### config.mk
export PLATFORM = sky130hd
export DESIGN_NAME = i2c_init_sequencer
export DESIGN_NICKNAME = d
export VERILOG_FILES = /design/src/rtl/i2c_pkg.sv /design/src/rtl/i2c_gap_timer.sv /design/src/rtl/i2c_init_sequencer.sv
export SDC_FILE = /design/constraint.sdc
export NUM_CORES = 1
export LEC_CHECK = 0
export ABC_AREA = 0
export CORE_MARGIN = 1.5
export CORE_UTILIZATION = 55
export CTS_BUF_LIST = sky130_fd_sc_hd__clkbuf_8
export DETAILED_ROUTE_END_ITERATION = 10
export PLACE_DENSITY = 0.89
export SYNTH_ARGS = -nofsm -noshare
export SYNTH_HDL_FRONTEND = slang
export SYNTH_SLANG_ARGS = --single-unit
export TNS_END_PERCENT = 20
### constraint.sdc
create_clock -name i_clk -period 3.1 [get_ports i_clk]
set_input_delay 0.93 -clock i_clk [delete_from_list [all_inputs] [get_ports i_clk]]
set_output_delay 0.93 -clock i_clk [all_outputs]
set_load 0.005 [all_outputs]
### src/rtl/i2c_pkg.sv
// rtl/i2c_pkg.sv - shared I2C types and constants
//
// Purpose: sequencer state encoding, transfer-direction bits and the default
//          codec address shared by the I2C blocks.
// Ports:   none (package).
package i2c_pkg;

   typedef enum logic [2:0] {
      ST_IDLE    = 3'd0,
      ST_FETCH   = 3'd1,
      ST_LOAD    = 3'd2,
      ST_SEND    = 3'd3,
      ST_RELEASE = 3'd4,
      ST_GAP     = 3'd5,
      ST_DONE    = 3'd6
   } seq_state_t;

   localparam logic I2C_MODE_WRITE = 1'b1;
   localparam logic I2C_MODE_READ  = 1'b0;

   localparam logic [6:0] I2C_CODEC_ADDR = 7'h1A;

endpackage

### src/rtl/i2c_gap_timer.sv
// rtl/i2c_gap_timer.sv - loadable down-counter with end-of-interval flag
//
// Purpose: counts an interval of i_load_val cycles starting the cycle after
//          i_load; o_expired is high during the final cycle of the interval.
// Ports:   i_clk, i_reset  - clock, synchronous active-high reset
//          i_load          - load i_load_val into the counter
//          i_load_val [W]  - interval length in cycles
//          o_expired       - high for one cycle: last cycle of the interval
module i2c_gap_timer #(
   parameter int W = 10
) (
   input  logic         i_clk,
   input  logic         i_reset,
   input  logic         i_load,
   input  logic [W-1:0] i_load_val,
   output logic         o_expired
);

   logic [W-1:0] r_cnt;

   always_ff @(posedge i_clk) begin
      if (i_reset) begin
         r_cnt <= '0;
      end else if (i_load) begin
         r_cnt <= i_load_val;
      end else if (r_cnt != '0) begin
         r_cnt <= r_cnt - 1'b1;
      end
   end

   // The count reaches 1 in the last cycle, so the owner can leave on this edge.
   assign o_expired = (r_cnt == W'(1));

endmodule

### src/rtl/i2c_init_sequencer.sv
// rtl/i2c_init_sequencer.sv - table-driven multi-byte I2C write sequencer
//
// Purpose: walks N_ENTRIES table words, sending each as one write transaction
//          through the byte-level I2C controller, with an idle gap after every
//          transaction and per-entry retry on NACK.
// Ports:   i_clk, i_reset           - clock, synchronous active-high reset
//          i_start                  - one-cycle run request (ignored while busy)
//          o_tbl_idx / i_tbl_word   - synchronous table ROM address / data
//          o_ctl_enable, o_ctl_mode, o_ctl_addr, o_ctl_byte, o_ctl_last
//                                   - byte request to the controller
//          i_ctl_ready, i_ctl_nack  - ACK-slot completion and its result
//          o_busy, o_done, o_error, o_fail_idx, o_state - status and debug
module i2c_init_sequencer
   import i2c_pkg::*;
#(
   parameter int         N_ENTRIES       = 11,
   parameter int         BYTES_PER_ENTRY = 2,
   parameter logic [6:0] PERIPH_ADDR     = I2C_CODEC_ADDR,
   parameter int         GAP_CYCLES      = 1000,
   parameter int         MAX_RETRIES     = 3,
   localparam int        IW = (N_ENTRIES > 1) ? $clog2(N_ENTRIES) : 1,
   localparam int        DW = 8 * BYTES_PER_ENTRY
) (
   input  logic          i_clk,
   input  logic          i_reset,
   input  logic          i_start,
   output logic [IW-1:0] o_tbl_idx,
   input  logic [DW-1:0] i_tbl_word,
   output logic          o_ctl_enable,
   output logic          o_ctl_mode,
   output logic [6:0]    o_ctl_addr,
   output logic [7:0]    o_ctl_byte,
   output logic          o_ctl_last,
   input  logic          i_ctl_ready,
   input  logic          i_ctl_nack,
   output logic          o_busy,
   output logic          o_done,
   output logic          o_error,
   output logic [IW-1:0] o_fail_idx,
   output logic [2:0]    o_state
);

   localparam int GW = $clog2(GAP_CYCLES + 1);
   localparam int RW = (MAX_RETRIES > 0) ? $clog2(MAX_RETRIES + 1) : 1;
   localparam int BW = (BYTES_PER_ENTRY > 1) ? $clog2(BYTES_PER_ENTRY) : 1;

   localparam logic [BW-1:0] LAST_BYTE = BW'(BYTES_PER_ENTRY - 1);
   localparam logic [IW-1:0] LAST_IDX  = IW'(N_ENTRIES - 1);
   localparam logic [RW-1:0] RETRY_MAX = RW'(MAX_RETRIES);
   localparam logic [GW-1:0] GAP_LOAD  = GW'(GAP_CYCLES);

   seq_state_t    r_state;
   logic [IW-1:0] r_idx;
   logic [IW-1:0] r_fail_idx;
   logic [RW-1:0] r_retry_cnt;
   logic [BW-1:0] r_byte_cnt;
   logic [DW-1:0] r_shift;
   logic          r_nack_flag;
   logic          r_busy;
   logic          r_done;
   logic          r_error;
   logic          r_ctl_enable;

   logic          w_last_byte;
   logic          w_gap_load;
   logic          w_gap_expired;

   assign w_last_byte = (r_byte_cnt == LAST_BYTE);
   // The gap starts on the edge that closes a transaction (final ACK or any NACK).
   assign w_gap_load  = (r_state == ST_SEND) && i_ctl_ready && (i_ctl_nack || w_last_byte);

   i2c_gap_timer #(
      .W (GW)
   ) u_gap_timer (
      .i_clk      (i_clk),
      .i_reset    (i_reset),
      .i_load     (w_gap_load),
      .i_load_val (GAP_LOAD),
      .o_expired  (w_gap_expired)
   );

   always_ff @(posedge i_clk) begin
      if (i_reset) begin
         r_state      <= ST_IDLE;
         r_idx        <= '0;
         r_fail_idx   <= '0;
         r_retry_cnt  <= '0;
         r_byte_cnt   <= '0;
         r_shift      <= '0;
         r_nack_flag  <= 1'b0;
         r_busy       <= 1'b0;
         r_done       <= 1'b0;
         r_error      <= 1'b0;
         r_ctl_enable <= 1'b0;
      end else begin
         r_done <= 1'b0;
         case (r_state)
            ST_IDLE: begin
               if (i_start) begin
                  r_idx       <= '0;
                  r_retry_cnt <= '0;
                  r_error     <= 1'b0;
                  r_busy      <= 1'b1;
                  r_state     <= ST_FETCH;
               end
            end
            // o_tbl_idx is r_idx, so the ROM sees the address during this cycle.
            ST_FETCH: begin
               r_state <= ST_LOAD;
            end
            ST_LOAD: begin
               r_shift      <= i_tbl_word;
               r_byte_cnt   <= '0;
               r_ctl_enable <= 1'b1;
               r_state      <= ST_SEND;
            end
            ST_SEND: begin
               if (i_ctl_ready) begin
                  r_ctl_enable <= 1'b0;
                  if (i_ctl_nack) begin
                     r_nack_flag <= 1'b1;
                     r_state     <= ST_GAP;
                  end else if (w_last_byte) begin
                     r_nack_flag <= 1'b0;
                     r_state     <= ST_GAP;
                  end else begin
                     r_shift    <= r_shift << 8;
                     r_byte_cnt <= r_byte_cnt + 1'b1;
                     r_state    <= ST_RELEASE;
                  end
               end
            end
            // One low cycle of enable marks the byte boundary for the controller.
            ST_RELEASE: begin
               r_ctl_enable <= 1'b1;
               r_state      <= ST_SEND;
            end
            ST_GAP: begin
               if (w_gap_expired) begin
                  if (r_nack_flag) begin
                     if (r_retry_cnt < RETRY_MAX) begin
                        r_retry_cnt <= r_retry_cnt + 1'b1;
                        r_state     <= ST_FETCH;
                     end else begin
                        r_error    <= 1'b1;
                        r_fail_idx <= r_idx;
                        r_done     <= 1'b1;
                        r_state    <= ST_DONE;
                     end
                  end else if (r_idx == LAST_IDX) begin
                     r_done  <= 1'b1;
                     r_state <= ST_DONE;
                  end else begin
                     r_idx       <= r_idx + 1'b1;
                     r_retry_cnt <= '0;
                     r_state     <= ST_FETCH;
                  end
               end
            end
            ST_DONE: begin
               r_busy  <= 1'b0;
               r_state <= ST_IDLE;
            end
            default: begin
               r_ctl_enable <= 1'b0;
               r_busy       <= 1'b0;
               r_state      <= ST_IDLE;
            end
         endcase
      end
   end

   assign o_tbl_idx    = r_idx;
   assign o_ctl_enable = r_ctl_enable;
   assign o_ctl_mode   = I2C_MODE_WRITE;
   assign o_ctl_addr   = PERIPH_ADDR;
   assign o_ctl_byte   = r_shift[DW-1 -: 8];
   assign o_ctl_last   = r_ctl_enable && w_last_byte;
   assign o_busy       = r_busy;
   assign o_done       = r_done;
   assign o_error      = r_error;
   assign o_fail_idx   = r_fail_idx;
   assign o_state      = r_state;

endmodule

* After elaboration in Yosys (flattened, before gate mapping)
Index checks and enable logic that the tools add are counted.
W data, S select, Z words.
** Cells by class
- $lt $le $gt $ge :: 1
- Reductions and logical operators :: 25
- Add/sub/neg operators :: 4
- Muxes and demuxes :: 44
- Bitwise gates (word level) :: 5
- Equal/unequal tests :: 19
** Operators by type and width (count)
- $mux W16 :: 3
- $pmux W16 S2 :: 1
- $mux W10 :: 2
- $mux W3 :: 6
- $mux W1 :: 16
- $mux W4 :: 4
- $ne A2 B2 Y1 const B :: 8
- $pmux W3 S5 :: 1
- $reduce_and A5 Y1 :: 3
- $eq A10 B1 Y1 const B :: 1
- $mux W2 :: 5
- $reduce_bool A10 Y1 :: 1
- $sub A10 B1 Y10 const B :: 1
- $eq A3 B3 Y1 const B :: 3
- $reduce_and A3 Y1 :: 3
- $pmux W4 S2 :: 1
- $reduce_and A4 Y1 :: 2
- $reduce_bool A2 Y1 :: 4
- $eq A3 B2 Y1 const B :: 2
- $ne A3 B3 Y1 const B :: 2
- $pmux W1 S2 :: 3
- $not A1 Y1 :: 5
- $reduce_or A5 Y1 :: 1
- $add A4 B1 Y4 const B :: 1
- 15 further kinds :: 19
** Storage, ports and cells
- Input port bits :: 21
- Register bits after elaboration :: 45
- Output and inout port bits :: 32
- Logic and storage cells :: 111

* Logic depth before layout (Yosys ltp)
- Word-level depth :: 5
- Depth in mapped cells :: 7
- Mapped depth without buffers :: 7

* Modules after synthesis
Synthesis repeated with hierarchy kept, for this count alone.
** Second synthesis, totals
- Cell total of the unflattened synthesis :: 269
- Area total of the unflattened synthesis :: 2351.0 um2
** By module, submodules not included
- i2c_init_sequencer :: times used 1, area an instance 1742.9 um2, cells each 197, sequential area each 700.7 um2
- i2c_gap_timer :: times used 1, area an instance 608.1 um2, cells each 72, sequential area each 200.2 um2

* Worst setup path before layout
OpenSTA, ideal clock, no wires.
- Path type :: in2reg
- From :: input i_ctl_ready
- To :: register r_shift[13]
- Library setup time :: 0.091 ns
- Required time :: 3.009 ns
- Setup slack :: 1.063 ns
- Arrival :: 1.946 ns
- Buffers on the path :: 2
- Stages :: 5
- Cells stage by stage :: clkbuf_1 a31o_2 buf_1 nor2_1 a311oi_1
** On the way
- Longest elaborated chain between the ends :: 2
** RTL lines
- start, declared :: line i2c_init_sequencer.sv:34 : input logic i_ctl_ready,
- $ne A2 B2 Y1 (no source line)
- $reduce_and A4 Y1 (no source line)
- end signal, assigned :: line i2c_init_sequencer.sv:112 : r_shift <= i_tbl_word;
- end signal, assigned :: line i2c_init_sequencer.sv:127 : r_shift <= r_shift << 8;
- end, declared :: line i2c_init_sequencer.sv:57 : logic [DW-1:0] r_shift;
No other way between the ends.
A chain may end at the register's enable or synchronous reset.

* Final worst setup path
- From :: register r_state[2], in the netlist o_state[2]
- To :: output o_state[2]
** RTL lines
- start, declared :: line i2c_init_sequencer.sv:52 : seq_state_t r_state;
- start signal, assigned :: line i2c_init_sequencer.sv:84 : r_state <= ST_IDLE;
- start signal, assigned :: line i2c_init_sequencer.sv:104 : r_state <= ST_FETCH;
- start signal, assigned :: line i2c_init_sequencer.sv:109 : r_state <= ST_LOAD;
- end, declared :: line i2c_init_sequencer.sv:40 : output logic [2:0] o_state
No word-level cell between the ends.

==> flow_summary_export.csv <==
group,metric,value,unit
detailed_routing,drt-total-wl,5080,microns
sta,finalCritPeriodShare,78.53,%
detailed_routing,drcViolationCount,0,
synthesis,syn-mean-instance-area,8.377,sq um
floorplan,ios,53,
run_status,status,"complete, no violations",
power,pwr-share-seq,43.2,%
sta,fmax,410.8,MHz
synthesis,yosys_most_used_dff,"dfxtp_1",
placement,dp_slack,0.6087,ns
finish,drive_gt1_share,6.623,%
finish,area_delta_synth_final,21.21,%
clock_network,worstSkewPairLatency,0.30,ns
sta,setup_ws,0.6655,ns
grt,antenna_found_initial,0,
worst_hold_path,hold_path_class,"reg -> reg",
clock_network,cts_max_path_buffers,2,
worst_hold_path,worstHoldStart,"o_busy$_SDFFE_PP0P_",
clock_network,cts-root-buf,"clkbuf_8",
setup_path,worstPathMaxFanout,14,
sta,min_period,2.434,ns
synthesis,synth_area_leaders,"dfxtp_1 (40%), nor2_1 (5.8%), buf_4 (5.3%)",
synthesis,synth_top_area_cell,"dfxtp_1",
synthesis,async_reset_ff_share,0,%
synthesis,yosysTopAreaCellShare,39.98,%
grt,grt_max_degree,25,
sta,finalSetupViolCount,0,
power,p_comb_share,36.1,%
detailed_routing,wl_per_cell,14.43,microns
setup_path,cp.arrival,1.50,ns
setup_path,path_buf_inv,1,
clock_network,tritoncts,"built",
setup_path,worstReg2RegStart,"u_gap_timer.r_cnt[0]$_SDFFE_PP0P_",
sta,finalMaxSlewViolations,0,
synthesis,yosysMostFrequentCell,"dfxtp_1",
grt,grt_first_pass_wirelength,7900,microns
setup_path,endpoint_kind,"output pin",
detailed_routing,vias,1985,
power,p_int,1.136,mW
power,p_switching,0.6362,mW
grt,grt_pass1_vias,1747,
floorplan,core-area,0.003971,sq mm
sta,fin_setup_tns,0,ns
synthesis,netlist_top_cells_count,"dfxtp_1 (45), nor2_1 (35), nand2_1 (20)",
setup_path,crit_path_cell_trace,"clkdlybuf4s50_1",
clock_network,clkSinkCount,45,
finish,nets,328,
setup_path,worstPathRequired,2.17,ns
floorplan,dieHeight,67.01,microns
setup_path,cpPeakStageDelay,0.62,ns
synthesis,yosys.cell_types.count,45,
clock_network,cts.clk_slew.worst_paths,0.08,ns
setup_path,r2r.worst_path.cells,6,
detailed_routing,ant_nets,0,
synthesis,ys_seq_area_share,39.98,%
floorplan,start_util,56.74,%
setup_path,path_class,"reg -> out",
finish,post-route-util,68.78,%
detailed_routing,viasPerCell,5.639,
synthesis,ys_warn_count,0,
setup_path,crit_family,"flip-flops",
clock_network,htreeDepth,2,
clock_network,cts.repair.resized,0,
clock_network,ctsHoldBuffers,0,
setup_path,startpoint_type,"flop",
power,pwr-share-clk,20.8,%
setup_path,crit_slowest_cell,"dfxtp_1",
grt,grt_overflow,0,
sta,hold_viol,0,
placement,portBuffers,44,
floorplan,die_area,0.004490,sq mm
setup_path,r2r-end,"o_tbl_idx[3]$_SDFFE_PP0P_",
placement,hpwl,3626,microns
floorplan,die_width,67.01,microns
job,maxCapViolCount,0,
sta,relSlewSlack,52.49,%
setup_path,r2r_setup_slack,0.91,ns
clock_network,cts_setup_buffers,0,
clock_network,cts_made_buffers,5,
worst_hold_path,hold_depth,2,
detailed_routing,drt_first_pass_iters,4,
synthesis,synth-edff-count,0,
detailed_routing,drt_iter0_markers,132,
synthesis,ys_seq_elements,45,
power,leakagePower,1.038,nW
synthesis,syn_area,0.002253,sq mm
synthesis,syn_inst,269,
sta,fin_skew,0.009817,ns
grt,grt_usage,23.28,%
sta,rsz0062_at_grt,"false",
floorplan,row_count,23,
worst_hold_path,whs_endpoint,"o_busy$_SDFFE_PP0P_",
power,p_sw_share,35.90,%
power,power-per-cell-area,648.7,mW/mm^2
sta,tightest_slew,0.7093,ns
placement,place.gp.congestion,0.8279,
power,vdd_ir_drop_max,309.3,uV
finish,antenna_cells,0,
metal layers:
| metal | part of all wire, % | global-route usage [%] | up-vias |
|---|---|---|---|
| li1 | - | - | 992 |
| met1 | 46 | 30.38 | 927 |
| met2 | 48 | 37.00 | 57 |
| met3 | 4.7 | 6.081 | 9 |
| met4 | 1.4 | 7.908 | 0 |
| met5 | 0 | 0 | - |
power by group through the flow:
| stage | Combinational (mW) | Clock [mW] | Sequential [mW] |
|---|---|---|---|
| after detailed placement | 0.632 | 0 | 0.777 |
| after global routing | 0.705 | 0.406 | 0.778 |
| after global placement | 0.614 | 0 | 0.771 |
| final | 0.639 | 0.368 | 0.765 |
| after CTS | 0.639 | 0.377 | 0.763 |
| after floorplan | 0.500 | 0 | 0.746 |
per-stage QoR:
stage | hold WS, ns | std cells | area (sq um) | total power, mW
after detailed placement | 0.4529 | 344 | 2641 | 1.409
final | 0.4761 | 352 | 2731 | 1.772
after floorplan | 0.4527 | 275 | 2276 | 1.246
after global placement | 0.4529 | 344 | 2641 | 1.385
after CTS | 0.4760 | 352 | 2731 | 1.780
after global routing | 0.5053 | 352 | 2731 | 1.888
worst max path at each step:
stage | slack (ns) | from | cells past startpoint | end
floorplan | 1.06 | i_ctl_ready | 5 | r_shift[13]$_SDFFE_PP0P_
global placement | 0.64 | i_ctl_ready | 6 | o_state[0]$_SDFFE_PP0P_
detailed placement | 0.61 | i_ctl_ready | 6 | o_state[0]$_SDFFE_PP0P_
CTS | 0.68 | o_state[2]$_SDFFE_PP0P_ | 1 | o_state[2]
global route | 0.61 | o_state[2]$_SDFFE_PP0P_ | 1 | o_state[2]
finish | 0.67 | o_state[2]$_SDFFE_PP0P_ | 1 | o_state[2]
final cells by class:
type | instances | area, sq um
clock inverter | 3 | 21.27
tap | 50 | 62.56
fill | 318 | 1240
inverter | 9 | 33.78
sequential | 45 | 900.9
clock buffer | 5 | 68.82
timing repair buffer | 49 | 478.0
multi-input combinational | 191 | 1166
placed cells by master (no fill, tap or decap), types with 2 or more instances in the layout:
cell type	instances
dfxtp_1	45
o21a_1	2
or3_1	3
nand3b_1	2
inv_1	9
a311oi_1	8
o22ai_1	3
buf_4	5
clkdlybuf4s50_1	44
a31oi_1	4
mux2i_1	10
nand3_1	13
nor3_1	12
conb_1	8
clkbuf_8	5
xnor2_1	3
a22oi_1	9
ha_1	6
nand2_1	20
o21ai_0	6
and3b_1	2
nor2b_1	4
a21oi_1	18
nor3b_1	2
nor2_1	35
and3_1	3
flip-flops by register name, indices dropped and copies added (netlist names):
register and flops:
u_gap_timer.r_cnt 10, o_tbl_idx 4, r_retry_cnt 2, o_state 3, o_error 1, o_ctl_enable 1, o_busy 1, o_done 1
r_nack_flag 1, o_fail_idx 4, r_shift 16, r_byte_cnt 1
cells by family after synthesis:
| group | share of synthesized area (%) |
|---|---|
| fa+ha+maj | 3.331 |
| compound gates | 17.27 |
| mux | 4.442 |
| other cells | 0.3333 |
| simple gates | 23.82 |
| flops | 39.98 |
| buf+inv | 9.273 |
| xor+xnor | 1.555 |
No activity file was read; power rests on OpenSTA's default activity.
